$ cat config.mk
export PLATFORM = sky130hd
export DESIGN_NAME = lsu_bridge
export DESIGN_NICKNAME = d
export VERILOG_FILES = /design/src/rtl/lsu_bridge.sv
export SDC_FILE = /design/constraint.sdc
export NUM_CORES = 1
export LEC_CHECK = 0
export CAP_MARGIN = 30
export CELL_PAD_IN_SITES_DETAIL_PLACEMENT = 1
export CELL_PAD_IN_SITES_GLOBAL_PLACEMENT = 1
export CORE_MARGIN = 4
export CORE_UTILIZATION = 35
export DETAILED_ROUTE_END_ITERATION = 8
export PLACE_DENSITY = 0.81
export SYNTH_ARGS = -nofsm -noshare
export SYNTH_HDL_FRONTEND = slang
export SYNTH_SLANG_ARGS = --single-unit
$ cat constraint.sdc
create_clock -name clk -period 4.9 [get_ports clk]
set_clock_uncertainty 0.1 [all_clocks]
set_input_delay 0.98 -clock clk [delete_from_list [all_inputs] [get_ports clk]]
set_output_delay 0.98 -clock clk [all_outputs]
set_load 0.03 [all_outputs]
$ cat src/rtl/lsu_bridge.sv
`default_nettype none
// ============================================================================
// Module   : lsu_bridge
// Brief    : Single-outstanding CPU load/store to memory bridge with
//            alignment checking and a bounded wait (timeout) on mem_busy.
// Revision : 1.0 - initial release
// ============================================================================
module lsu_bridge #(
    parameter int TIMEOUT_CYCLES = 1024
) (
    input  logic        clk,
    input  logic        rst_n,

    input  logic        req_valid,
    output logic        req_ready,
    input  logic        req_we,
    input  logic [31:0] req_addr,
    input  logic [31:0] req_wdata,
    input  logic [1:0]  req_size,
    input  logic        req_signed,

    output logic        resp_valid,
    output logic [31:0] resp_rdata,
    output logic [1:0]  resp_err,

    output logic [31:0] mem_address,
    output logic [31:0] mem_write_data,
    output logic        mem_we,
    output logic        mem_re,
    output logic [1:0]  mem_size,
    output logic        mem_signed,
    input  logic [31:0] mem_read_data,
    input  logic        mem_busy
);

    localparam int                 c_CNT_W     = $clog2(TIMEOUT_CYCLES) + 1;
    localparam logic [c_CNT_W-1:0] c_CNT_LAST  = c_CNT_W'(TIMEOUT_CYCLES - 1);
    localparam logic [c_CNT_W-1:0] c_CNT_ONE   = c_CNT_W'(1);
    localparam logic [1:0]         c_ERR_OK    = 2'b00;
    localparam logic [1:0]         c_ERR_ALIGN = 2'b01;
    localparam logic [1:0]         c_ERR_TMO   = 2'b10;

    typedef enum logic [1:0] {
        S_IDLE   = 2'd0,
        S_ACCESS = 2'd1,
        S_RESP   = 2'd2
    } state_t;

    state_t               r_state;
    logic                 r_req_ready;
    logic                 r_resp_valid;
    logic [31:0]          r_resp_rdata;
    logic [1:0]           r_resp_err;
    logic [31:0]          r_mem_address;
    logic [31:0]          r_mem_write_data;
    logic                 r_mem_we;
    logic                 r_mem_re;
    logic [1:0]           r_mem_size;
    logic                 r_mem_signed;
    logic [c_CNT_W-1:0]   r_cnt;

    logic                 w_misaligned;

    // Byte accesses can never be misaligned; size 11 is always rejected.
    always_comb begin
        w_misaligned = 1'b0;
        case (req_size)
            2'b00:   w_misaligned = 1'b0;
            2'b01:   w_misaligned = req_addr[0];
            2'b10:   w_misaligned = |req_addr[1:0];
            default: w_misaligned = 1'b1;
        endcase
    end

    always_ff @(posedge clk or negedge rst_n) begin
        if (!rst_n) begin
            r_state          <= S_IDLE;
            r_req_ready      <= 1'b1;
            r_resp_valid     <= 1'b0;
            r_resp_rdata     <= 32'd0;
            r_resp_err       <= c_ERR_OK;
            r_mem_address    <= 32'd0;
            r_mem_write_data <= 32'd0;
            r_mem_we         <= 1'b0;
            r_mem_re         <= 1'b0;
            r_mem_size       <= 2'b00;
            r_mem_signed     <= 1'b0;
            r_cnt            <= '0;
        end else begin
            case (r_state)
                S_IDLE: begin
                    r_resp_valid <= 1'b0;
                    if (req_valid) begin
                        r_mem_address    <= req_addr;
                        r_mem_write_data <= req_wdata;
                        r_mem_size       <= req_size;
                        r_mem_signed     <= req_signed;
                        r_req_ready      <= 1'b0;
                        if (w_misaligned) begin
                            // Rejected requests never reach the memory side.
                            r_state      <= S_RESP;
                            r_resp_valid <= 1'b1;
                            r_resp_err   <= c_ERR_ALIGN;
                            r_resp_rdata <= 32'd0;
                        end else begin
                            r_state  <= S_ACCESS;
                            r_cnt    <= '0;
                            r_mem_we <= req_we;
                            r_mem_re <= ~req_we;
                        end
                    end
                end

                S_ACCESS: begin
                    // Completion is tested first so it wins on the last allowed cycle.
                    if (!mem_busy) begin
                        r_state      <= S_RESP;
                        r_mem_we     <= 1'b0;
                        r_mem_re     <= 1'b0;
                        r_resp_valid <= 1'b1;
                        r_resp_err   <= c_ERR_OK;
                        r_resp_rdata <= r_mem_we ? 32'd0 : mem_read_data;
                    end else if (r_cnt == c_CNT_LAST) begin
                        r_state      <= S_RESP;
                        r_mem_we     <= 1'b0;
                        r_mem_re     <= 1'b0;
                        r_resp_valid <= 1'b1;
                        r_resp_err   <= c_ERR_TMO;
                        r_resp_rdata <= 32'd0;
                    end else begin
                        r_cnt <= r_cnt + c_CNT_ONE;
                    end
                end

                S_RESP: begin
                    r_state      <= S_IDLE;
                    r_resp_valid <= 1'b0;
                    r_req_ready  <= 1'b1;
                end

                default: begin
                    r_state      <= S_IDLE;
                    r_resp_valid <= 1'b0;
                    r_req_ready  <= 1'b1;
                    r_mem_we     <= 1'b0;
                    r_mem_re     <= 1'b0;
                end
            endcase
        end
    end

    assign req_ready      = r_req_ready;
    assign resp_valid     = r_resp_valid;
    assign resp_rdata     = r_resp_rdata;
    assign resp_err       = r_resp_err;
    assign mem_address    = r_mem_address;
    assign mem_write_data = r_mem_write_data;
    assign mem_we         = r_mem_we;
    assign mem_re         = r_mem_re;
    assign mem_size       = r_mem_size;
    assign mem_signed     = r_mem_signed;

endmodule
`default_nettype wire

==> out/results.ini, run 1 <==
[outcome]
outcome = finished, final reports clean

[layout]
finalNetCount = 638
final_util = 0.586
final_cell_area_um2 = 7520
drive_above_1_share = 0.217
area_growth_pct = 61.6
num_antenna_cells = 0

[yosys]
yosys.area_share.simple = 0.0562
synth_edf_count = 0
synth_fa_ha_area_frac = 0.00269
synth_compound_area_frac = 0.112
ys.flop_type = dfrtp_1
ys_warn_count = 0
synthMuxAreaShare = 0.167
yosysSeqAreaShare = 0.635
syn_nets = 423
synth.avg_cell_area_um2 = 14.6
ys_types = 46
async_reset_ff_frac = 1.00
synth_top_family_by_area = multiplexers
synth-seq-cells = 118
synthesis.area_um2 = 4650
synth_cells = 318
synth_xor_xnor_area_share = 0

[sta]
finalCriticalPeriod_ns = 2.69
hold_viol = 0
post-route-period-util = 0.550
slew_headroom = 0.331
timing.hold.ws_ns = 0.383
setup_tns_ns = 0
setup_violations = 0
tightest_slew_ns = 0.998
rsz0062_at_grt = false
max_freq_mhz = 371
slew_violations = 0
worst_slack_ns = 2.21

[power_and_ir_drop]
ir_worst_vdd_mv = 0.317
power_density_nw_per_um2 = 625
leakagePower_nw = 3.23

[critical_path]
worstPathRequired_ns = 3.82
startpoint_type = register
end_kind = output port
path_delay_family = buffers and inverters
cp.arrival_ns = 1.61
crit_chain = clkdlybuf4s50_1
critPathKind = register to output port
cp_num_buf_inv = 1
critPathMaxStageDelay_ns = 0.69
worst-path-max-fanout = 2
critPathSlowestCell = clkdlybuf4s50_1

[floorplanning]
die_w_um = 123
core.rowCount = 41
die_h_um = 123
io_pins = 209
dieArea_um2 = 15200
coreArea_um2 = 12800
start_util = 0.363

[cts]
post-cts-setup-buffers = 0
cts_tree = built
cts_buffers = 17
numClockSinks = 118
clockBufferDepth = 2
clk_pin_slew_ns = 0.05
h-tree-depth = 4
root_buffer = clkbuf_16
postCtsResizedCells = 0
clk_latency_ns = 0.40
hold_buffers = 0

[routing]
first_pass_iters = 4
vias = 3585
drt-vias-per-instance = 5.00
route.detailed.drc = 0
highest_layer = met4
routed_wirelength_um = 14700
met1_length_um = 5340
antenna_left = 0
dr_wl_met2_um = 7820
first_iter_violations = 179
wl_met3_um = 1270
wl_per_cell_um = 20.5

[placement]
postPlaceCellArea_um2 = 6890
hpwl_um = 10600
portBuffers = 208
place_ws_ns = 1.77
place.gp.congestion = 0.782

[global_routing]
antenna_found_initial = 0
gr-total-overflow = 0
grt_max_degree = 69
grt_pass1_vias = 4120
grt_pass1_wl_um = 22800
grt.total_usage = 0.200

[flow_run]
cap_violations = 0

[min_path]
hold_path_class = primary input to async pin

[stage by stage]
stage | std cells | power (mW)
3_3_place_gp | 686 | 3.34
6_report | 717 | 4.70
5_1_grt | 717 | 4.92
3_5_place_dp | 686 | 3.40
4_1_cts | 717 | 4.76
2_1_floorplan | 318 | 2.52
[worst register-to-register path: stages, from the launching register on]
cell and delay [ns]:
dfrtp_1 0.40, ha_1 0.26, nand4_2 0.17, o31ai_4 0.55
o211ai_4 0.46, a22o_1 0.36
[placed cells by master, fill, tap and decap left out, drive strengths merged, types with 2 or more instances in the layout]
| master | n |
|---|---|
| a211o | 4 |
| a21oi | 5 |
| a22o | 33 |
| a31oi | 2 |
| and2 | 2 |
| and3 | 4 |
| and4 | 2 |
| buf | 5 |
| bufinv | 4 |
| clkbuf | 22 |
| clkdlybuf4s50 | 207 |
| clkinv | 4 |
| dfrtp | 117 |
| inv | 6 |
| mux2 | 67 |
| mux2i | 2 |
| nand2 | 8 |
| nand3 | 5 |
| nand4 | 4 |
| nor2 | 7 |
| nor3 | 7 |
| o211ai | 2 |
| o21a | 2 |
| o21ai | 7 |
[flip-flops by register name, indices dropped and copies added (netlist names)]
signal / cells
r_cnt: 11
resp_rdata: 32
r_state: 2
resp_err: 2
resp_valid: 1
mem_write_data: 32
mem_we: 1
req_ready: 1
mem_address: 32
mem_re: 1
mem_signed: 1
mem_size: 2
[metal layers]
metal  global-route usage  vias to the layer above
met5                    0                        -
met4               0.0734                        0
met3               0.0897                       19
met2                0.350                      133
met1                0.211                     1828
li1                     -                     1605
[cell usage after synthesis (2+ instances only)]
library cell    n  area share
nand4_1         3      0.0040
buf_2           6      0.0065
nand3_1         5      0.0054
inv_1           5      0.0040
and3_1          3      0.0040
dfrtp_1       117        0.63
nor2_1          7      0.0057
a21oi_1         5      0.0054
mux2i_1         2      0.0043
o21ai_0         6      0.0065
nor3_1          7      0.0075
mux2_2         67        0.16
and2_1          2      0.0027
buf_6           4      0.0097
a31oi_1         2      0.0027
a211o_2         4      0.0086
a22o_1         32       0.060
nand2_1         8      0.0065
clkbuf_1        5      0.0040
o21a_1          2      0.0032
[power breakdown]
| group | internal [mW] | switching, mW | leakage (nW) |
|---|---|---|---|
| clock | 0.898 | 0.418 | 0.312 |
| sequential | 1.30 | 0.206 | 1.47 |
| combinational | 0.850 | 1.03 | 1.45 |
| total | 3.05 | 1.65 | 3.23 |
[cell type report]
type                       count  area [µm²]
timing repair buffer         212        2110
clock buffer                  22         484
fill                        1249        5310
multi-input combinational    178        1580
inverter                       6        25.0
sequential                   118        2950
tap                          172         215
clock inverter                 9         148
[cell families after synthesis]
family / Yosys count
compound gates: 62
fa+ha+maj: 1
buf+inv: 22
flops: 118
mux: 69
simple gates: 46
[worst paths after layout]
kind | from | endpoint | slack [ns] | cells after the start
max | req_ready | req_ready | 2.21 | 1
min | rst_n | mem_address[24] | 0.38 | 1
max reg2reg | r_cnt[0] | resp_rdata[13] | 2.48 | 5
min reg2reg | resp_rdata[27] | resp_rdata[27] | 0.40 | 1
max in group asynchronous | rst_n | resp_rdata[23] | 3.28 | 2
min in group clk | resp_rdata[27] | resp_rdata[27] | 0.40 | 1
Power figures use the tool's default switching activity.
==> run 2: changes to the inputs <==
Settings changed: CORE_UTILIZATION 35 to 32, PLACE_DENSITY 0.81 to 0.75.
Clock period 4.9 ns to 2.5 ns, I/O delays scaled along.
==> out/results.ini, run 2 (same netlist as run 1, synthesis figures left out) <==
[layout]
seqCellArea_um2 = 2950  ; unchanged
fill_cells = 1376  ; +10%
area_growth_pct = 63.6
final_util = 0.542  ; -0.0443
drive_above_1_share = 0.220  ; +0.00309
multi_input_area_um2 = 1580  ; unchanged
finalNetCount = 643  ; +0.78%
final_cell_mix = 207 x clkdlybuf4s50_1, 117 x dfrtp_1, 67 x mux2_2
num_antenna_cells = 0  ; unchanged
final_cell_area_um2 = 7610  ; +1.2%
final_common_cell = clkdlybuf4s50_1

[cts]
clk_latency_ns = 0.42  ; +0.02 ns
cts_buffers = 17  ; unchanged
clockBufferDepth = 2  ; unchanged
cts_tree = built
numClockSinks = 118  ; unchanged
postCtsResizedCells = 0  ; unchanged
h-tree-depth = 4  ; unchanged
post-cts-setup-buffers = 0  ; unchanged
hold_buffers = 1  ; +1
root_buffer = clkbuf_16
clk_pin_slew_ns = 0.05  ; about the same

[critical_path]
critPathMaxStageDelay_ns = 0.70  ; about the same
startpoint_type = register
critPathSlowestCell = clkdlybuf4s50_1
critPathKind = register to output port
worst-path-max-fanout = 2  ; unchanged
crit_chain = clkdlybuf4s50_1
cp.arrival_ns = 1.64  ; +0.03 ns
path_delay_family = buffers and inverters
end_kind = output port
worstPathRequired_ns = 1.90  ; -1.92 ns
cp_num_buf_inv = 1  ; unchanged

[sta]
hold_viol = 0  ; unchanged
tightest_slew_ns = 0.947  ; -0.0513 ns
post-route-period-util = 0.896
slew_headroom = 0.366  ; +0.0343
rsz0062_at_grt = false
max_freq_mhz = 447
finalCriticalPeriod_ns = 2.24
setup_violations = 0  ; unchanged
slew_violations = 0  ; unchanged
worst_slack_ns = 0.261  ; -1.95 ns

[routing]
route.detailed.drc = 0  ; unchanged
first_iter_violations = 137  ; -23%
drt-vias-per-instance = 4.95  ; -0.90%
first_pass_iters = 4  ; unchanged
wl_per_cell_um = 19.9  ; -3.2%
routed_wirelength_um = 14500  ; -1.3%
vias = 3622  ; +1.0%
antenna_left = 0  ; unchanged

[placement]
postPlaceCellArea_um2 = 6960  ; +1.1%
place.gp.congestion = 0.821  ; +5.0%
hpwl_um = 10700  ; +1.1%
place_ws_ns = -0.0674  ; -1.84 ns
portBuffers = 208  ; unchanged

[floorplanning]
io_pins = 209  ; unchanged
die_w_um = 129  ; +4.3%
coreArea_um2 = 14000  ; +9.5%
start_util = 0.331  ; -0.0314
die_h_um = 129  ; +4.3%
core.rowCount = 43  ; +4.9%
dieArea_um2 = 16500  ; +8.8%

[min_path]
hold_path_class = register to register

[global_routing]
antenna_found_initial = 0  ; unchanged
grt_pass1_wl_um = 22800  ; -0.18%
grt_max_degree = 53  ; -23%
grt.total_usage = 0.181  ; -0.0189
gr-total-overflow = 0  ; unchanged
grt_pass1_vias = 4239  ; +2.9%

[power_and_ir_drop]
switchingPower_mw = 3.25  ; +97%
swShare = 0.352  ; about the same
seqPwrFrac = 0.317  ; -0.003
combPwrFrac = 0.400  ; about the same
power_frac_clock = 0.284  ; +0.004
ir_worst_vdd_mv = 0.902  ; +180%
power.internal_mw = 6.00  ; +97%
leakagePower_nw = 3.27  ; +1.2%
power_density_nw_per_um2 = 1220  ; +95%

[outcome]
outcome = finished, final reports clean

[flow_run]
cap_violations = 0  ; unchanged

==> run 2: cell types whose count changed in the layout (fill, tap and decap cells not counted), sizes merged <==
cell         before  now
buf               5    9
clkbuf           22   24
clkinvlp          1    0
dlygate4sd3       0    1
==> run 2: worst register-to-register path: cells and delay by family, from the launching register on <==
kind / cells / cell delay [ns]
AOI/OAI and AO/OA: 3 / 1.09
adders and majority gates: 1 / 0.28
and+or+nand+nor: 1 / 0.17
DFF: 1 / 0.40
==> run 2: area by class of cell <==
| class | instances | area share |
|---|---|---|
| Clock buffer | 24 | 0.0646 |
| Sequential cell | 118 | 0.388 |
| Multi-Input combinational cell | 178 | 0.208 |
| Clock inverter | 8 | 0.0189 |
| Timing Repair Buffer | 217 | 0.287 |
| Tap cell | 180 | 0.0296 |
| Inverter | 6 | 0.00329 |
==> run 2: worst paths after layout <==
| path | start | end | slack [ns] | cells after the start |
|---|---|---|---|---|
| worst max-delay path | req_ready | req_ready | 0.26 | 1 |
| worst min-delay path | req_ready | req_ready | 0.39 | 2 |
| worst max register to register | r_cnt[0] | resp_rdata[11] | 0.34 | 5 |
| worst min register to register | req_ready | req_ready | 0.39 | 2 |
| max in group asynchronous | rst_n | req_ready | 1.15 | 3 |
| min in group asynchronous | rst_n | mem_we | 0.50 | 2 |
==> run 2: stage by stage <==
stage               cells  power (mW)  TNS (ns)  hold slack (ns)
finish                731        9.26         0            0.388
global route          731        9.69         0            0.400
CTS                   731        9.39         0            0.394
detailed placement    698        6.70     -1.33            0.381
global placement      698        6.59         0            0.378
floorplan             318        4.94         0            0.104
==> run 2: power by group through the flow <==
stage	Combinational, mW	Clock (mW)	Sequential [mW]
4_1_cts	3.76	2.68	2.95
2_1_floorplan	0.845	0	4.09
3_3_place_gp	3.66	0	2.92
6_report	3.70	2.63	2.93
5_1_grt	3.89	2.78	3.03
3_5_place_dp	3.73	0	2.96
==> run 2: layer usage <==
| metal | GRT usage | wire length [µm] | up-vias | share of wire |
|---|---|---|---|---|
| met3 | 0.0913 | 1330 | 28 | 0.091 |
| met1 | 0.200 | 5640 | 1825 | 0.39 |
| met4 | 0.0698 | 384 | 0 | 0.026 |
| li1 | - | - | 1614 | - |
| met2 | 0.298 | 7180 | 155 | 0.49 |
| met5 | 0 | 0 | - | 0 |
